`src/rtl/gate_prober.sv`:
```
// Stimulus/response prober for a 2-input gate: walks {A,B} through 00..11,
// samples Q after SETTLE_CYCLES idle cycles, then publishes the truth table and gate class.
// Optional feature macro: GATE_PROBER_CHANGE_EN (adds the 'changed' output).
module gate_prober #(
  parameter int unsigned SETTLE_CYCLES = 2
) (
  input  logic       clk,
  input  logic       rst_n,
  input  logic       start,
  output logic       A,
  output logic       B,
  input  logic       Q,
  output logic       busy,
  output logic       done,
  output logic [3:0] truth_table,
  output logic [2:0] gate_id,
  output logic       id_valid
`ifdef GATE_PROBER_CHANGE_EN
  ,
  output logic       changed
`endif
);

  localparam logic [7:0] SETTLE = 8'(SETTLE_CYCLES);

  typedef enum logic [1:0] {IDLE, WAIT, DONE} state_t;

  state_t     state;
  logic [1:0] idx;
  logic [7:0] cnt;
  logic [3:0] shadow;
  logic [3:0] sample_tab;
  logic [2:0] new_id;
`ifdef GATE_PROBER_CHANGE_EN
  logic       published;
`endif

  // Shadow table with the current Q merged in, so the final sample edge can
  // publish the complete table in the same cycle it enters DONE.
  always_comb begin
    sample_tab      = shadow;
    sample_tab[idx] = Q;
  end

  always_comb begin
    new_id = 3'd7;
    case (sample_tab)
      4'b1000: new_id = 3'd0;
      4'b1110: new_id = 3'd1;
      4'b0111: new_id = 3'd2;
      4'b0001: new_id = 3'd3;
      4'b0110: new_id = 3'd4;
      4'b1001: new_id = 3'd5;
      default: new_id = 3'd7;
    endcase
  end

  always_ff @(posedge clk or negedge rst_n) begin
    if (!rst_n) begin
      state       <= IDLE;
      A           <= 1'b0;
      B           <= 1'b0;
      busy        <= 1'b0;
      done        <= 1'b0;
      truth_table <= '0;
      gate_id     <= 3'd7;
      id_valid    <= 1'b0;
      idx         <= '0;
      cnt         <= '0;
      shadow      <= '0;
`ifdef GATE_PROBER_CHANGE_EN
      changed     <= 1'b0;
      published   <= 1'b0;
`endif
    end else begin
      case (state)
        IDLE: begin
          if (start) begin
            A      <= 1'b0;
            B      <= 1'b0;
            idx    <= '0;
            cnt    <= SETTLE;
            shadow <= '0;
            busy   <= 1'b1;
            state  <= WAIT;
          end
        end
        WAIT: begin
          if (cnt != 8'd0) begin
            cnt <= cnt - 8'd1;
          end else begin
            shadow <= sample_tab;
            if (idx == 2'd3) begin
              state       <= DONE;
              done        <= 1'b1;
              truth_table <= sample_tab;
              gate_id     <= new_id;
              id_valid    <= (new_id != 3'd7);
              A           <= 1'b0;
              B           <= 1'b0;
`ifdef GATE_PROBER_CHANGE_EN
              changed     <= published && (sample_tab != truth_table);
              published   <= 1'b1;
`endif
            end else begin
              idx    <= idx + 2'd1;
              {A, B} <= idx + 2'd1;
              cnt    <= SETTLE;
            end
          end
        end
        DONE: begin
          state <= IDLE;
          busy  <= 1'b0;
          done  <= 1'b0;
`ifdef GATE_PROBER_CHANGE_EN
          changed <= 1'b0;
`endif
        end
        default: state <= IDLE;
      endcase
    end
  end

endmodule

```
`config.mk`:
```
export PLATFORM = sky130hd
export DESIGN_NAME = gate_prober
export DESIGN_NICKNAME = d
export VERILOG_FILES = /design/src/rtl/gate_prober.sv
export SDC_FILE = /design/constraint.sdc
export NUM_CORES = 1
export LEC_CHECK = 0
export BUFFER_PORTS_ARGS = -buffer_cell sky130_fd_sc_hd__buf_2
export CORE_MARGIN = 5
export CORE_UTILIZATION = 61
export CTS_CLUSTER_DIAMETER = 80
export DETAILED_ROUTE_END_ITERATION = 10
export PLACE_DENSITY = 0.94
export SLEW_MARGIN = 0
export SYNTH_ARGS = -nofsm -noshare
export SYNTH_HDL_FRONTEND = slang
export SYNTH_SLANG_ARGS = --single-unit
```
`constraint.sdc`:
```
create_clock -name clk -period 3 [get_ports clk]
set_input_delay 0.6 -clock clk [delete_from_list [all_inputs] [get_ports clk]]
set_output_delay 0.6 -clock clk [all_outputs]
set_load 0.01 [all_outputs]
```
==> out/results.ini, run 1 <==
[status]
status=complete, no violations

[sta]
max_slew_margin_pct=43.3
rsz0062_at_grt=no
tns_ps=0
period_share_pct=76.3
finalHoldViolCount=0
slew_viol_final=0
fmax_mhz=437
fin_ws_ps=713
tightest_slew_ps=842
setup_viol=0
fin_crit_ps=2290
skew_ps=2.44

[setup_path]
cp.required_ps=3190
worst-endpoint-arrival_ps=2480
path_class=reg -> reg
max_stage_delay_ps=570
startpoint_type=flip-flop
crit_family=compound AO/OA/AOI/OAI gates
critPathBufInv=1
cp_cell_sequence=inv_1 > ha_1 > nor4bb_1 > nand3b_1 > a21oi_1 > o21ai_0
end_kind=flip-flop
cpMaxStageDelayCell=a21oi_1
worst-path-max-fanout=8

[placement]
io_buffers=15
gp_congestion=0.849
post-place-ws_ps=786
placed_area_um2=1550
place_hpwl_mm=2.11
place_inst=172

[synth]
synthSimpleGateAreaFrac_pct=16.4
synth_top_family_by_area=simple AND/OR/NAND/NOR gates
synth_compound_area_share_pct=11.8
synth.avg_cell_area_um2=11.1
synthAdderAreaFrac_pct=4.34
synth_area_um2=1440
synth_nets=139
synth-seq-area-share_pct=48.9
yosysWarnings=0
syn_inst=130
synth-xor-area-share_pct=0.608
ys_seq_elements=28
synth.area.mux_share_pct=14.2
synth_cell_types=38

[routing]
vias_per_cell=6.11
routed_wl_mm=2.89
via_count=1075
ant_nets=0
drc=0
first_pass_iters=4
drtIter0Drc=52
avgRoutedWirePerCell_um=16.4

[min_path]
holdCritPathClass=in -> async

[final_layout]
drive_above_1_share_pct=28.4
design_area_um2=1600
area_growth_pct=10.9
final.fill_count=164
antennaDiodeCount=0
layout.nets=158
instances_no_fill=176

[die]
coreArea_um2=2230
io-pin-count=16
chipWidth_um=58.6
die_h_um=58.6
fp.dieArea_um2=3440
rows=17
start_util_pct=64.5

[power]
power.leakage_nw=0.737
ir_worst_vdd_v=0.000599
p_per_area_nw_per_um2=946

[global_routing]
use_met3_pct=3.29
top_usage_layer=met2
antenna_found_initial=0
grt_pass1_wl_mm=4.97
track_usage_pct=18.9
grt_max_degree=29
grt_pass1_vias=1091
grt_overflow=0
use_met2_pct=33.0
met1_usage_pct=22.3

[flow_run]
cap_violations=0

[clock_tree]
cts_resized=0
cts_max_level=1
clk_pin_slew_ps=140
clock_path_buffers=2
clkLatencyLatePin_ps=320
tritoncts=done
cts.sinks=28
cts_root_buffer=clkbuf_4
post_cts_buffers=0
numCtsBuffers=3
cts_hold_buf=0

[kinds of logic after synthesis]
kind of cell	after synthesis
flip-flops	28
AND/OR/NAND/NOR	37
XOR/XNOR	1
multiplexers	19
adder cells (fa/ha/maj)	5
buffers and inverters	14
AO/OA/AOI/OAI	26
[registers in the layout, indices dropped and copies added (netlist names)]
| signal | flops |
|---|---|
| cnt | 8 |
| shadow | 4 |
| truth_table | 4 |
| gate_id | 3 |
| idx | 2 |
| state | 2 |
| A | 1 |
| B | 1 |
| busy | 1 |
| done | 1 |
| id_valid | 1 |
[Yosys cell counts, drive strengths merged]
cell type	instances	area (µm²)
nor2	9	33.8
buf	1	5.00
nand2b	2	12.5
or2	2	12.5
ha	5	62.6
or3	2	12.5
a31o	1	8.76
mux2	12	135
nor4b	1	8.76
nor4bb	1	10.0
a31oi	1	6.26
o31ai	3	22.5
nand3b	2	15.0
mux2i	7	70.1
nor4	2	27.5
a21oi	10	53.8
nand4b	1	8.76
o41ai	1	8.76
dfrtp	25	626
nor2b	2	12.5
o21ai	3	15.0
dfstp	3	78.8
nand3	2	22.5
xnor2	1	8.76
a311oi	1	8.76
or4	3	27.5
o211ai	1	7.51
a22o	1	8.76
nand2	6	22.5
nor3	2	10.0
o21bai	3	22.5
inv	13	48.8
a22oi	1	7.51
[where the power goes]
group          switching (W)  internal (W)
registers           0.000118      0.000517
clock network       0.000106      0.000135
logic               0.000350      0.000287
[per-stage QoR]
stage / total power [W] / utilization, % / hold WS [ps]
after floorplan: 0.00109 / - / 304
after global placement: 0.00122 / 69.2 / 486
after detailed placement: 0.00127 / 69.2 / 498
after CTS: 0.00152 / 71.6 / 266
after global routing: 0.00163 / 71.6 / 283
final: 0.00151 / 71.6 / 260
[worst register-to-register path, stage by stage, from the launching register on]
cell      delay [ps]
dfrtp_1          430
inv_1             90
ha_1             200
nor4bb_1         560
nand3b_1         150
a21oi_1          570
o21ai_0          160
[cell usage in the layout, fill, tap and decap left out, types with 2 or more instances in the layout]
| cell type | synthesis | routed |
|---|---|---|
| a21oi_1 | 9 | 9 |
| buf_2 | 1 | 15 |
| clkbuf_4 | 0 | 3 |
| dfrtp_1 | 25 | 25 |
| dfstp_2 | 3 | 3 |
| ha_1 | 5 | 5 |
| inv_1 | 13 | 13 |
| mux2_2 | 12 | 12 |
| mux2i_1 | 7 | 7 |
| nand2_1 | 6 | 6 |
| nand2b_1 | 2 | 2 |
| nand3b_1 | 2 | 2 |
| nor2_1 | 9 | 9 |
| nor2b_1 | 2 | 2 |
| nor3_1 | 2 | 2 |
| o21ai_0 | 3 | 3 |
| o21bai_1 | 3 | 3 |
| o31ai_1 | 3 | 3 |
| or2_2 | 2 | 2 |
| or3_1 | 2 | 2 |
[cell type report]
cell class	instances	area [µm²]	area share, %
clock inverters	1	30.0	1.88
well taps	28	35.0	2.19
clock buffers	3	22.5	1.41
multi-input cells	88	683	42.7
repair buffers	15	75.1	4.69
flip-flops and latches	28	704	44.1
inverters	13	48.8	3.05
[per-layer routing]
| metal | share of wire (%) | routed length, µm |
|---|---|---|
| met3 | 3.0 | 87 |
| met2 | 53 | 1530 |
| met4 | 2.3 | 66 |
| met1 | 42 | 1200 |
| met5 | 0 | 0 |
[final timing paths]
check | from | cells past startpoint | slack (ps) | to
worst min-delay path | rst_n | 1 | 260 | cnt[6]
min in group clk | cnt[0] | 1 | 520 | cnt[0]
worst max register to register | cnt[0] | 6 | 710 | idx[1]
worst max-delay path | cnt[0] | 6 | 710 | idx[1]
max in group asynchronous | rst_n | 1 | 2360 | idx[1]
worst min register to register | cnt[0] | 1 | 520 | cnt[0]
Power figures use the tool's default switching activity.
==> run 2: changes to the inputs <==
--- a/config.mk
+++ b/config.mk
@@ -5,12 +5,13 @@
 export SDC_FILE = /design/constraint.sdc
 export NUM_CORES = 1
 export LEC_CHECK = 0
+export ABC_AREA = 1
 export BUFFER_PORTS_ARGS = -buffer_cell sky130_fd_sc_hd__buf_2
 export CORE_MARGIN = 5
-export CORE_UTILIZATION = 61
+export CORE_UTILIZATION = 52
 export CTS_CLUSTER_DIAMETER = 80
 export DETAILED_ROUTE_END_ITERATION = 10
-export PLACE_DENSITY = 0.94
+export PLACE_DENSITY = 0.85
 export SLEW_MARGIN = 0
 export SYNTH_ARGS = -nofsm -noshare
 export SYNTH_HDL_FRONTEND = slang
==> constraint.sdc (replaced) <==
create_clock -name clk -period 2.1 [get_ports clk]
set_input_delay 0.42 -clock clk [delete_from_list [all_inputs] [get_ports clk]]
set_output_delay 0.42 -clock clk [all_outputs]
set_load 0.01 [all_outputs]
==> out/results.ini, run 2 <==
[status]
status=complete, no violations

[die]
rows=20
coreArea_um2=2980
fp.dieArea_um2=4230
start_util_pct=52.9
chipWidth_um=65.0
io-pin-count=16
die_h_um=65.0

[routing]
vias_per_cell=5.02
avgRoutedWirePerCell_um=11.9
routed_wl_mm=2.92
drc=0
first_pass_iters=4
via_count=1235
drtIter0Drc=58
ant_nets=0

[sta]
hold_ws_ps=75.9
rsz0062_at_grt=no
fin_crit_ps=1690
period_share_pct=80.5
tns_ps=0
skew_ps=1.90
slew_viol_final=0
setup_viol=0
max_slew_margin_pct=59.3
tightest_slew_ps=611
fmax_mhz=592
finalHoldViolCount=0

[final_layout]
drive_above_1_share_pct=22.5
mostFrequentLayoutCells=nand2_1, inv_1, dfrtp_1
largest_register_ffs=8
area_growth_pct=10.2
layout_commonest_cell=nand2_1
regMostFlops=cnt
layout.nets=223
antennaDiodeCount=0
reg.largest.list=cnt: 8 flops, shadow: 4 flops, truth_table: 4 flops
final.fill_count=261

[setup_path]
r2r_start=idx[0]
reg2reg_depth=10
cp.required_ps=2340
rrSetupSlack_ps=410
path_class=reg -> reg
worst-path-max-fanout=4
startpoint_type=flip-flop
end_kind=flip-flop
reg2reg_to=id_valid
worst-endpoint-arrival_ps=1930

[synth]
synth-seq-area-share_pct=44.7
yosysTopAreaCell=dfrtp_1
syn_inst=194
synth.avg_cell_area_um2=8.12
synth-edff-count=0
synthFlopType=dfrtp_1
synth_area_leaders=dfrtp_1, nand2_1, inv_1
yosysWarnings=0
synth_area_um2=1580
synth_nets=203
ys_seq_elements=28
synth_cell_types=22
async_flop_share_pct=100
synth_most_common_cell=nand2_1
synth_common_cells=nand2_1, inv_1, dfrtp_1
yosysTopAreaCellShare_pct=39.7

[clock_tree]
clock_path_buffers=2
numCtsBuffers=3
post_cts_buffers=0
cts_root_buffer=clkbuf_4
cts_hold_buf=0
clkLatencyLatePin_ps=330
clk_pin_slew_ps=150
tritoncts=done
cts.sinks=28
cts_max_level=1
cts_resized=0

[placement]
io_buffers=15
gp_congestion=0.893
place_hpwl_mm=2.27

[power]
ir_worst_vdd_v=0.000674
power.leakage_nw=0.907
p_per_area_nw_per_um2=1240

[global_routing]
grt_pass1_wl_mm=5.61
track_usage_pct=16.8
grt_max_degree=29
antenna_found_initial=0
grt_overflow=0
grt_pass1_vias=1285

[min_path]
holdCritPathClass=in -> async

[flow_run]
cap_violations=0

## run 2: cell types whose count changed in the layout (fill, tap and decap cells not counted), moves of 3 or more
cell	delta
o21ai_2	+9
nand2_4	+4
nand2_1	+57
inv_1	+14
xor2_1	+3
a21oi_1	-8
o31ai_1	-3
nand3_1	+12
o21bai_1	-3
mux2i_1	-7
o21ai_0	+9
nand4_1	+3
mux2_2	-12
nand2_2	+5
## run 2: stage by stage
stage	setup slack, ps	instance area, µm²	total power (W)	util [%]	cells
floorplan	603	1580	0.00160	-	194
global placement	521	1680	0.00180	56.6	242
detailed placement	438	1680	0.00183	56.6	242
CTS	421	1740	0.00219	58.3	246
global route	169	1740	0.00239	58.3	246
finish	410	1740	0.00216	58.3	246
## run 2: cell type report
type	count	area [µm²]	share of cell area, %
flip-flops and latches	28	704	40.6
well taps	33	41.3	2.38
clock buffers	3	22.5	1.30
inverters	29	125	7.20
repair buffers	17	90.1	5.19
multi-input cells	135	723	41.6
clock inverters	1	30.0	1.73
## run 2: logic make-up after synthesis
group	Yosys count	synth area share (%)
buffers and inverters	31	9.37
adders and majority gates	5	3.97
xor gates and xnor gates	3	1.67
and+or+nand+nor	103	30.4
AOI/OAI and AO/OA	24	9.85
DFF	28	44.7
## run 2: report_power, final
group | internal (W) | switching (W) | total (W)
sequential | 0.000729 | 0.000158 | 0.000887
clock | 0.000193 | 0.000157 | 0.000350
combinational | 0.000355 | 0.000569 | 0.000924
## run 2: worst max-delay path: stages (launching register included)
cell and delay (ps):
dfrtp_1 430, inv_1 100, ha_1 210, o21ai_0 360
inv_1 140, nand2_1 100, inv_1 40, nand2_1 70
nand2_1 50, nand2_1 50, nand2_1 40
## run 2: how the worst max path moves through the flow
| stage | startpoint | slack [ps] | cells after the start | endpoint |
|---|---|---|---|---|
| after floorplan | cnt[0] | 600 | 8 | truth_table[3] |
| after global placement | idx[0] | 520 | 10 | id_valid |
| after detailed placement | idx[0] | 440 | 10 | id_valid |
| after CTS | idx[0] | 420 | 10 | id_valid |
| after global routing | idx[0] | 170 | 10 | id_valid |
| final | idx[0] | 410 | 10 | id_valid |
## run 2: per-layer routing
metal	global-route usage [%]	share of wire, %	vias up
met2	30.1	50	20
li1	-	-	646
met3	2.77	3.6	4
met5	0	0	-
met4	7.51	1.4	0
met1	19.6	44	565
